==> src/rtl/gps_code_nco_ctrl.sv <==
// Control FSM, chip/epoch counters and epoch-synchronous config handshake for a GPS code NCO.
// Optional macro CODE_NCO_CTRL_EPOCH_CNT_EN enables the 20 ms nav-bit epoch counter and bit_edge pulse.
module gps_code_nco_ctrl (
  input  logic        clk,
  input  logic        rst,
  input  logic        start,
  input  logic        stop,
  input  logic        cfg_valid,
  output logic        cfg_ready,
  input  logic [61:0] cfg_freq,
  input  logic [62:0] cfg_phase,
  input  logic        nco_enable,
  output logic        nco_rst,
  output logic        nco_send_en,
  output logic [61:0] nco_f_control,
  output logic [62:0] nco_phase_init,
  output logic [9:0]  chip_cnt,
  output logic        epoch,
  output logic [4:0]  epoch_cnt,
  output logic        bit_edge,
  output logic [1:0]  state
);

  typedef enum logic [1:0] {
    IDLE = 2'd0,
    LOAD = 2'd1,
    RUN  = 2'd2
  } state_t;

  state_t      cur, nxt;
  logic        pending, pending_n;
  logic [61:0] shadow_freq;
  logic [62:0] shadow_phase;
  logic        tick, wrap, xfer, direct, apply;

  assign state = cur;

  // NOTE: every signal assigned in always_comb gets a default first, so no latch can be inferred.
  always_comb begin
    nxt = cur;
    case (cur)
      IDLE:    if (start) nxt = LOAD;
      LOAD:    nxt = stop ? IDLE : RUN;
      RUN:     if (stop) nxt = IDLE; else if (start) nxt = LOAD;
      default: nxt = IDLE;
    endcase
  end

  assign tick   = nco_enable && (cur == RUN);
  assign wrap   = tick && (chip_cnt == 10'd1022);
  assign xfer   = cfg_valid && cfg_ready;
  // Outside RUN (or when leaving it for IDLE) a new config goes straight to the NCO registers.
  assign direct = (cur != RUN) || (nxt == IDLE);
  assign apply  = pending && (epoch || ((nxt == IDLE) && (cur != IDLE)));

  always_comb begin
    pending_n = pending;
    if (apply)                pending_n = 1'b0;
    else if (xfer && !direct) pending_n = 1'b1;
  end

  // NOTE: sequential state uses non-blocking assignments so every register samples pre-edge values.
  always_ff @(posedge clk or negedge rst) begin
    if (!rst) begin
      cur            <= IDLE;
      nco_rst        <= 1'b0;
      nco_send_en    <= 1'b0;
      nco_f_control  <= '0;
      nco_phase_init <= '0;
      chip_cnt       <= '0;
      epoch          <= 1'b0;
      pending        <= 1'b0;
      cfg_ready      <= 1'b0;
    end else begin
      cur         <= nxt;
      nco_rst     <= (nxt == RUN);
      nco_send_en <= (nxt == RUN);
      pending     <= pending_n;
      cfg_ready   <= !pending_n;
      epoch       <= wrap;

      if (apply) begin
        nco_f_control  <= shadow_freq;
        nco_phase_init <= shadow_phase;
      end else if (xfer && direct) begin
        nco_f_control  <= cfg_freq;
        nco_phase_init <= cfg_phase;
      end

      if (nxt == LOAD)  chip_cnt <= '0;
      else if (wrap)    chip_cnt <= '0;
      else if (tick)    chip_cnt <= chip_cnt + 10'd1;
    end
  end

  // NOTE: the shadow is only ever read while pending is set, so it carries no reset.
  always_ff @(posedge clk) begin
    if (xfer && !direct) begin
      shadow_freq  <= cfg_freq;
      shadow_phase <= cfg_phase;
    end
  end

`ifdef CODE_NCO_CTRL_EPOCH_CNT_EN
  always_ff @(posedge clk or negedge rst) begin
    if (!rst) begin
      epoch_cnt <= '0;
      bit_edge  <= 1'b0;
    end else begin
      bit_edge <= wrap && (epoch_cnt == 5'd19);
      if (nxt == LOAD)
        epoch_cnt <= '0;
      else if (wrap)
        epoch_cnt <= (epoch_cnt == 5'd19) ? 5'd0 : epoch_cnt + 5'd1;
    end
  end
`else
  assign epoch_cnt = '0;
  assign bit_edge  = 1'b0;
`endif

endmodule

==> config.mk <==
export PLATFORM = sky130hd
export DESIGN_NAME = gps_code_nco_ctrl
export DESIGN_NICKNAME = d
export VERILOG_FILES = /design/src/rtl/gps_code_nco_ctrl.sv
export SDC_FILE = /design/constraint.sdc
export NUM_CORES = 1
export LEC_CHECK = 0
export ABC_AREA = 0
export BUFFER_PORTS_ARGS = -buffer_cell sky130_fd_sc_hd__buf_2
export CAP_MARGIN = 0
export CELL_PAD_IN_SITES_DETAIL_PLACEMENT = 0
export CELL_PAD_IN_SITES_GLOBAL_PLACEMENT = 1
export CORE_ASPECT_RATIO = 1.75
export CORE_MARGIN = 2
export CORE_UTILIZATION = 48
export CTS_CLUSTER_DIAMETER = 200
export CTS_CLUSTER_SIZE = 10
export DETAILED_ROUTE_END_ITERATION = 16
export PLACE_DENSITY_LB_ADDON = 0.1
export SLEW_MARGIN = 20
export SYNTH_ARGS = -nofsm -noshare
export SYNTH_HDL_FRONTEND = slang
export SYNTH_SLANG_ARGS = --single-unit
==> constraint.sdc <==
create_clock -name clk -period 30.1 [get_ports clk]
set_input_delay 1.505 -clock clk [delete_from_list [all_inputs] [get_ports clk]]
set_output_delay 1.505 -clock clk [all_outputs]
set_load 0.02 [all_outputs]
==> results.toml, run 1 <==
[placed_design]
dp.cells = 1169
dp_slack_ns = 25.53
dp_hpwl_mm = 16.6
io_buffer_count = 271
place_congestion = 0.762

[timing]
finalCritPeriodShare_pct = 12.2
hold_viol_final = 0
relSlewSlack_pct = 26.6
max_slew.worst_pin.slew_ns = 1.10
final-max-slew-violation-count = 0
layout_min_cycle_time_ns = 3.67
fmax_mhz = 273
rsz0062_at_grt = "false"
tns_ns = 0
hold_ws_ns = 0.476
setup_viol = 0
fin_worst_skew_ns = 0.00753
setup_ws_ns = 26.43

[global_routing]
antenna_found_initial = 4
grt_pass1_wl_mm = 39.9
grt_pass1_vias = 7182
grt_use_total_pct = 20.5
grt_max_degree = 84
grt_overflow = 0

[worst_setup_path]
rr_startpoint = "state[1]"
r2r_slack_ns = 27.03
crit_fanout = 66
critPathArrivalTime_ns = 4.09
r2r_end = "nco_phase_init[13]"
reg2reg_depth = 6
path_delay_family = "buffers and inverters"
critical_path_class = "in2reg"
path_buf_inv = 3
endpoint_kind = "flop"
cp.required_ns = 30.52
crit_path_cell_trace = "buf_2 -> a21oi_1 -> nor2_1 -> o21ai_4 -> buf_6 -> buf_4 -> mux2_2"
startpoint_type = "input pin"
slowest_delay_ns = 0.81
cp_slowest_cell = "buf_4"

[hold_path]
hp-start = "shadow_freq[15]"
min_to = "nco_f_control[15]"
hold_depth = 1
hold_path_class = "reg2reg"

[route]
vias = 6323
antenna_left = 0
wire_per_inst_um = 20.7
firstDrtPassIters = 4
drc = 0
wirelength_mm = 25.4
vias_per_cell = 5.16
dr.first_iter.drc_count = 273

[final_layout]
layout_commonest_cell = "buf_2"
ff_latch_area_um2 = 7280
drive_above_1_share_pct = 61.3
instances_no_fill = 1225
fin_util_pct = 60.0
multiInputGateArea_um2 = 3640
final_cell_mix = "buf_2 (270), mux2_2 (150), dfrtp_1 (141)"
final_nets = 1035
fillers = 1815
synthToLayoutAreaGrowth_pct = 22.2

[power_and_ir_drop]
internal_power_uw = 924
pwr-share-seq_pct = 38.6
p_sw_share_pct = 32.1
switchingPower_uw = 438
pwr-share-clk_pct = 24.5
pwr-share-comb_pct = 36.9
ir_drop_uv = 58.3
cellLeakagePower_uw = 0.00597
p_per_area_nw_per_um2 = 99.8

[synthesis]
synth_cell_types = 37
synth.ff_latch_count = 266
netlist.area_leader.share_pct = 33.6
netlist_area_um2 = 11200
synth.yosys.seq_area_share_pct = 65.2
syn_area_per_cell_um2 = 17.9
yosys.area.top_type = "edfxtp_1"
synthTopCellsByArea = "edfxtp_1 (34%), dfrtp_1 (32%), mux2_2 (15%)"
synth_cells = 624
ys_warn_count = 0

[clocking]
numCtsBuffers = 30
cts_hold_buf = 0
cts-htree-levels = 1
clock_path_buffers = 3
clockRootBuffer = "clkbuf_16"
cts.clk_slew.worst_paths_ns = 0.06
cts_resized = 0
tritoncts = "built"
cts.sinks = 266
insertion_delay_ns = 0.54
cts_setup_buffers = 0

[floorplanning]
die_w_um = 119
initial_core_util_pct = 49.1
rows = 73
core_area_um2 = 22700
dieArea_um2 = 24500
fp.dieH_um = 206
pin_count = 278

[status]
outcome = "completed"

[run]
max_cap_viol_count = 0
Yosys cell counts:
master / instances
buf_4: 11
and4_1: 1
a21oi_1: 5
nand4_1: 3
and3_1: 1
o21a_1: 1
o31ai_1: 3
mux2_4: 100
and2_1: 1
a211oi_1: 3
nand3b_1: 1
mux2_2: 150
a2111oi_0: 1
nand3_1: 4
o21ba_1: 1
inv_1: 5
nor2_1: 10
nand2b_1: 1
o211ai_1: 1
nand4b_1: 1
o21ai_0: 5
or4_1: 1
mux2i_1: 1
xnor2_1: 4
a21bo_2: 1
buf_6: 8
nor3_1: 2
nand2b_4: 1
nand2_1: 6
ha_1: 2
or3_1: 2
conb_1: 1
buf_2: 18
a21boi_0: 1
o21ai_1: 1
edfxtp_1: 125
dfrtp_1: 141
how the worst max path moves through the flow:
stage | from | end | slack, ns | cells past startpoint
2_1_floorplan | stop | cfg_ready | 19.05 | 2
3_3_place_gp | cfg_valid | nco_f_control[33] | 25.61 | 6
3_5_place_dp | cfg_valid | nco_f_control[29] | 25.53 | 6
4_1_cts | cfg_valid | nco_f_control[29] | 26.11 | 6
5_1_grt | stop | nco_f_control[48] | 26.25 | 7
6_report | stop | nco_phase_init[13] | 26.43 | 7
cell type report:
cell class,count,area share [%]
sequential,266,53.4
multi-input combinational,321,26.7
timing repair buffer,278,10.5
clock buffer,51,6.23
tap,300,2.75
clock inverter,1,0.220
inverter,5,0.138
antenna,3,0.0550
stage by stage:
step	total power (uW)	area [um2]
final	1360	13600
after global routing	1430	13600
after CTS	1380	13600
after detailed placement	1040	12700
after global placement	1020	12700
after floorplan	880	11200
cell families (layout without fill, tap and decap cells):
kind of cell               count (synthesis)  after routing  synth area share (%)
other                                      1              9                0.0336
muxes                                    251            251                  28.7
DFF                                      266            266                  65.2
and+or+nand+nor                           35             35                  1.67
AOI/OAI and AO/OA                         23             23                  1.36
buffers and inverters                     42            335                  2.52
xor gates and xnor gates                   4              4                 0.314
adders and majority gates                  2              2                 0.224
flip-flops by register name (all words and copies together), names as in the netlist:
name / cells
shadow_freq: 62
epoch: 1
state: 2
nco_send_en: 1
cfg_ready: 1
shadow_phase: 63
chip_cnt: 10
nco_f_control: 62
nco_phase_init: 63
pending: 1
power groups by stage:
| stage | combinational [uW] | sequential (uW) | clock, uW |
|---|---|---|---|
| 5_1_grt | 533 | 537 | 359 |
| 3_5_place_dp | 504 | 532 | 0 |
| 3_3_place_gp | 492 | 527 | 0 |
| 4_1_cts | 507 | 527 | 343 |
| 6_report | 502 | 526 | 334 |
| 2_1_floorplan | 247 | 634 | 0 |
metal layers:
metal | vias up | track usage [%] | share of wire, %
li1 | 2861 | - | -
met1 | 3215 | 25.0 | 39
met2 | 201 | 36.0 | 52
met3 | 44 | 4.52 | 5.9
met4 | 2 | 7.31 | 2.7
met5 | - | 0 | 0.051
Note: power is estimated with default switching activity, not from simulation.
==> run 2: changes to the inputs <==
--- a/config.mk
+++ b/config.mk
@@ -5,14 +5,14 @@
 export SDC_FILE = /design/constraint.sdc
 export NUM_CORES = 1
 export LEC_CHECK = 0
-export ABC_AREA = 0
+export ABC_AREA = 1
 export BUFFER_PORTS_ARGS = -buffer_cell sky130_fd_sc_hd__buf_2
 export CAP_MARGIN = 0
 export CELL_PAD_IN_SITES_DETAIL_PLACEMENT = 0
 export CELL_PAD_IN_SITES_GLOBAL_PLACEMENT = 1
 export CORE_ASPECT_RATIO = 1.75
 export CORE_MARGIN = 2
-export CORE_UTILIZATION = 48
+export CORE_UTILIZATION = 36
 export CTS_CLUSTER_DIAMETER = 200
 export CTS_CLUSTER_SIZE = 10
 export DETAILED_ROUTE_END_ITERATION = 16
==> constraint.sdc (replaced) <==
create_clock -name clk -period 3 [get_ports clk]
set_input_delay 0.15 -clock clk [delete_from_list [all_inputs] [get_ports clk]]
set_output_delay 0.15 -clock clk [all_outputs]
set_load 0.02 [all_outputs]
==> run 2 against run 1 <==
- clock power grew to 10 times the previous value
- total power grew to 9.9 times the previous value
- worst setup slack worse by 26 ns
- flip-flop and latch count stayed put
- worst hold slack worse by 0.31 ns
- cell count is 74% higher
==> results.toml, run 2 <==
[synthesis]
syn_area_per_cell_um2 = 8.86
synth_edf_count = 125
ys_warn_count = 0
synth_cells = 1324
netlist.area_leader.share_pct = 32.0
synthTopCellsByArea = "edfxtp_1 (32%), dfrtp_1 (30%), nand2_1 (13%)"
synth.ff_latch_count = 266
synth_cell_types = 22
yosysMostFrequentCell = "nand2_1"
synth_async_sr_flop_share_pct = 53.0
synth_top_cells_by_count = "nand2_1 (414), inv_1 (271), nand3_1 (260), dfrtp_1 (141), edfxtp_1 (125)"
synth.yosys.seq_area_share_pct = 62.1
ys.flop_type = "dfrtp_1"
yosys.area.top_type = "edfxtp_1"
netlist_area_um2 = 11700

[timing]
hold_viol_final = 0
layout_min_cycle_time_ns = 2.27
relSlewSlack_pct = 45.4
fmax_mhz = 440
max_slew.worst_pin.slew_ns = 0.819
setup_viol = 0
fin_worst_skew_ns = 0.0103
final-max-slew-violation-count = 0
setup_ws_ns = 0.728
rsz0062_at_grt = "false"
hold_ws_ns = 0.167
finalCritPeriodShare_pct = 75.7

[final_layout]
synthToLayoutAreaGrowth_pct = 34.9
layout_commonest_cell = "nand2_1"
fin_util_pct = 49.3
top_regs = "nco_phase_init (63), shadow_phase (63)"
final_nets = 1842
final_cell_mix = "nand2_1 (413), inv_1 (270), buf_2 (270)"
drive_above_1_share_pct = 19.2

[clocking]
cts_resized = 0
cts_hold_buf = 130
clockRootBuffer = "clkbuf_16"
cts_setup_buffers = 0
cts.clk_slew.worst_paths_ns = 0.06
cts-htree-levels = 1
cts.sinks = 266
clock_path_buffers = 3
tritoncts = "built"
insertion_delay_ns = 0.56
numCtsBuffers = 30

[worst_setup_path]
r2r_end = "nco_f_control[59]"
slowest_delay_ns = 0.63
crit_fanout = 43
reg2reg_depth = 8
endpoint = "nco_f_control[59]"
critPathArrivalTime_ns = 2.77
crit_path_cell_trace = "inv_2 -> nand3_4 -> nand2_4 -> buf_4 -> nand2_1 -> nand3_1 -> nand2_1 -> inv_1"
r2r_slack_ns = 0.73
endpoint_kind = "flop"
critical_path_class = "reg2reg"
cp.required_ns = 3.49
cp.depth = 8
cp_slowest_cell = "nand2_4"
path_buf_inv = 3
critPathLaunch = "state[0]"
rr_startpoint = "state[0]"
crit_top_cell = "nand2_1"
startpoint_type = "flop"
path_delay_family = "simple AND/OR/NAND/NOR gates"

[placed_design]
io_buffer_count = 271
dp_hpwl_mm = 20.7
place_congestion = 0.778
dp_slack_ns = 0.710

[route]
wirelength_mm = 34.6
drc = 0
m1WireLength_mm = 14.1
antenna_left = 0
vias = 9857
vias_per_cell = 4.62
firstDrtPassIters = 4
met3_length_mm = 1.87
dr.first_iter.drc_count = 476
top_layer = "met4"
wire_per_inst_um = 16.2
wl_met2_mm = 17.9

[hold_path]
hold_path_class = "in2async"

[floorplanning]
rows = 87
die_w_um = 140
dieArea_um2 = 34100
initial_core_util_pct = 36.5
core_area_um2 = 32100
fp.dieH_um = 243
pin_count = 278

[global_routing]
grt_use_total_pct = 20.3
grt_overflow = 0
antenna_found_initial = 0
grt_pass1_vias = 10100
grt_pass1_wl_mm = 55.5
grt_max_degree = 126

[power_and_ir_drop]
p_per_area_nw_per_um2 = 849
p_total_uw = 13400
cellLeakagePower_uw = 0.00828
ir_drop_uv = 538

[run]
max_cap_viol_count = 0

[status]
outcome = "completed"
==> run 2: cell types whose count changed after synthesis, sizes merged, moves of 4 or more <==
cell / before / now
buf: 37 / 48
clkbuf: 0 / 25
a21oi: 5 / 1
inv: 5 / 273
nor2: 10 / 16
nand2: 6 / 415
xnor2: 4 / 0
nand3: 4 / 260
mux2: 250 / 0
==> run 2: layout make-up <==
type | count | area (um2)
clock buffer | 55 | 866
inverter | 273 | 1030
timing repair buffer | 421 | 3000
clock inverter | 1 | 30.0
antenna | 1 | 2.50
multi-input combinational | 717 | 3110
tap | 400 | 500
sequential | 266 | 7280
fill | 3133 | 16300
==> run 2: kinds of logic after synthesis <==
family,Yosys count,synth area share [%]
compound gates,13,0.619
other cells,1,0.0320
buf+inv,346,11.8
fa+ha+maj,2,0.213
simple gates,695,25.1
flops,266,62.1
xor+xnor,1,0.0747
==> run 2: through the flow <==
stage                     cell area [um2]  instances  TNS (ns)
final                               15800       2134         0
after global routing                15800       2133         0
after CTS                           15800       2133         0
after detailed placement            13600       1947         0
after global placement              13600       1947         0
after floorplan                     11800       1329     -8.08
==> run 2: how the worst min path moves through the flow <==
| stage | startpoint | to | cells after the start | slack, ns |
|---|---|---|---|---|
| final | rst | nco_f_control[6] | 2 | 0.17 |
| after global routing | rst | nco_f_control[11] | 2 | 0.23 |
| after CTS | rst | nco_f_control[11] | 2 | 0.19 |
| after detailed placement | rst | nco_f_control[11] | 1 | 0.22 |
| after global placement | rst | nco_f_control[11] | 1 | 0.23 |
| after floorplan | rst | cfg_ready | 0 | -0.15 |
==> run 2: power by group <==
| group | total (uW) | leakage, uW | internal, uW | switching (uW) |
|---|---|---|---|---|
| Sequential | 5230 | 0.00285 | 4720 | 509 |
| Clock | 3450 | 0.000424 | 2000 | 1450 |
| Combinational | 4760 | 0.00501 | 1620 | 3130 |
| Total | 13400 | 0.00828 | 8350 | 5090 |
==> run 2: per-layer routing <==
metal | vias to the layer above | GRT usage [%]
met4 | 0 | 5.65
met2 | 251 | 37.2
li1 | 4857 | -
met3 | 45 | 3.53
met5 | - | 0
met1 | 4704 | 24.4
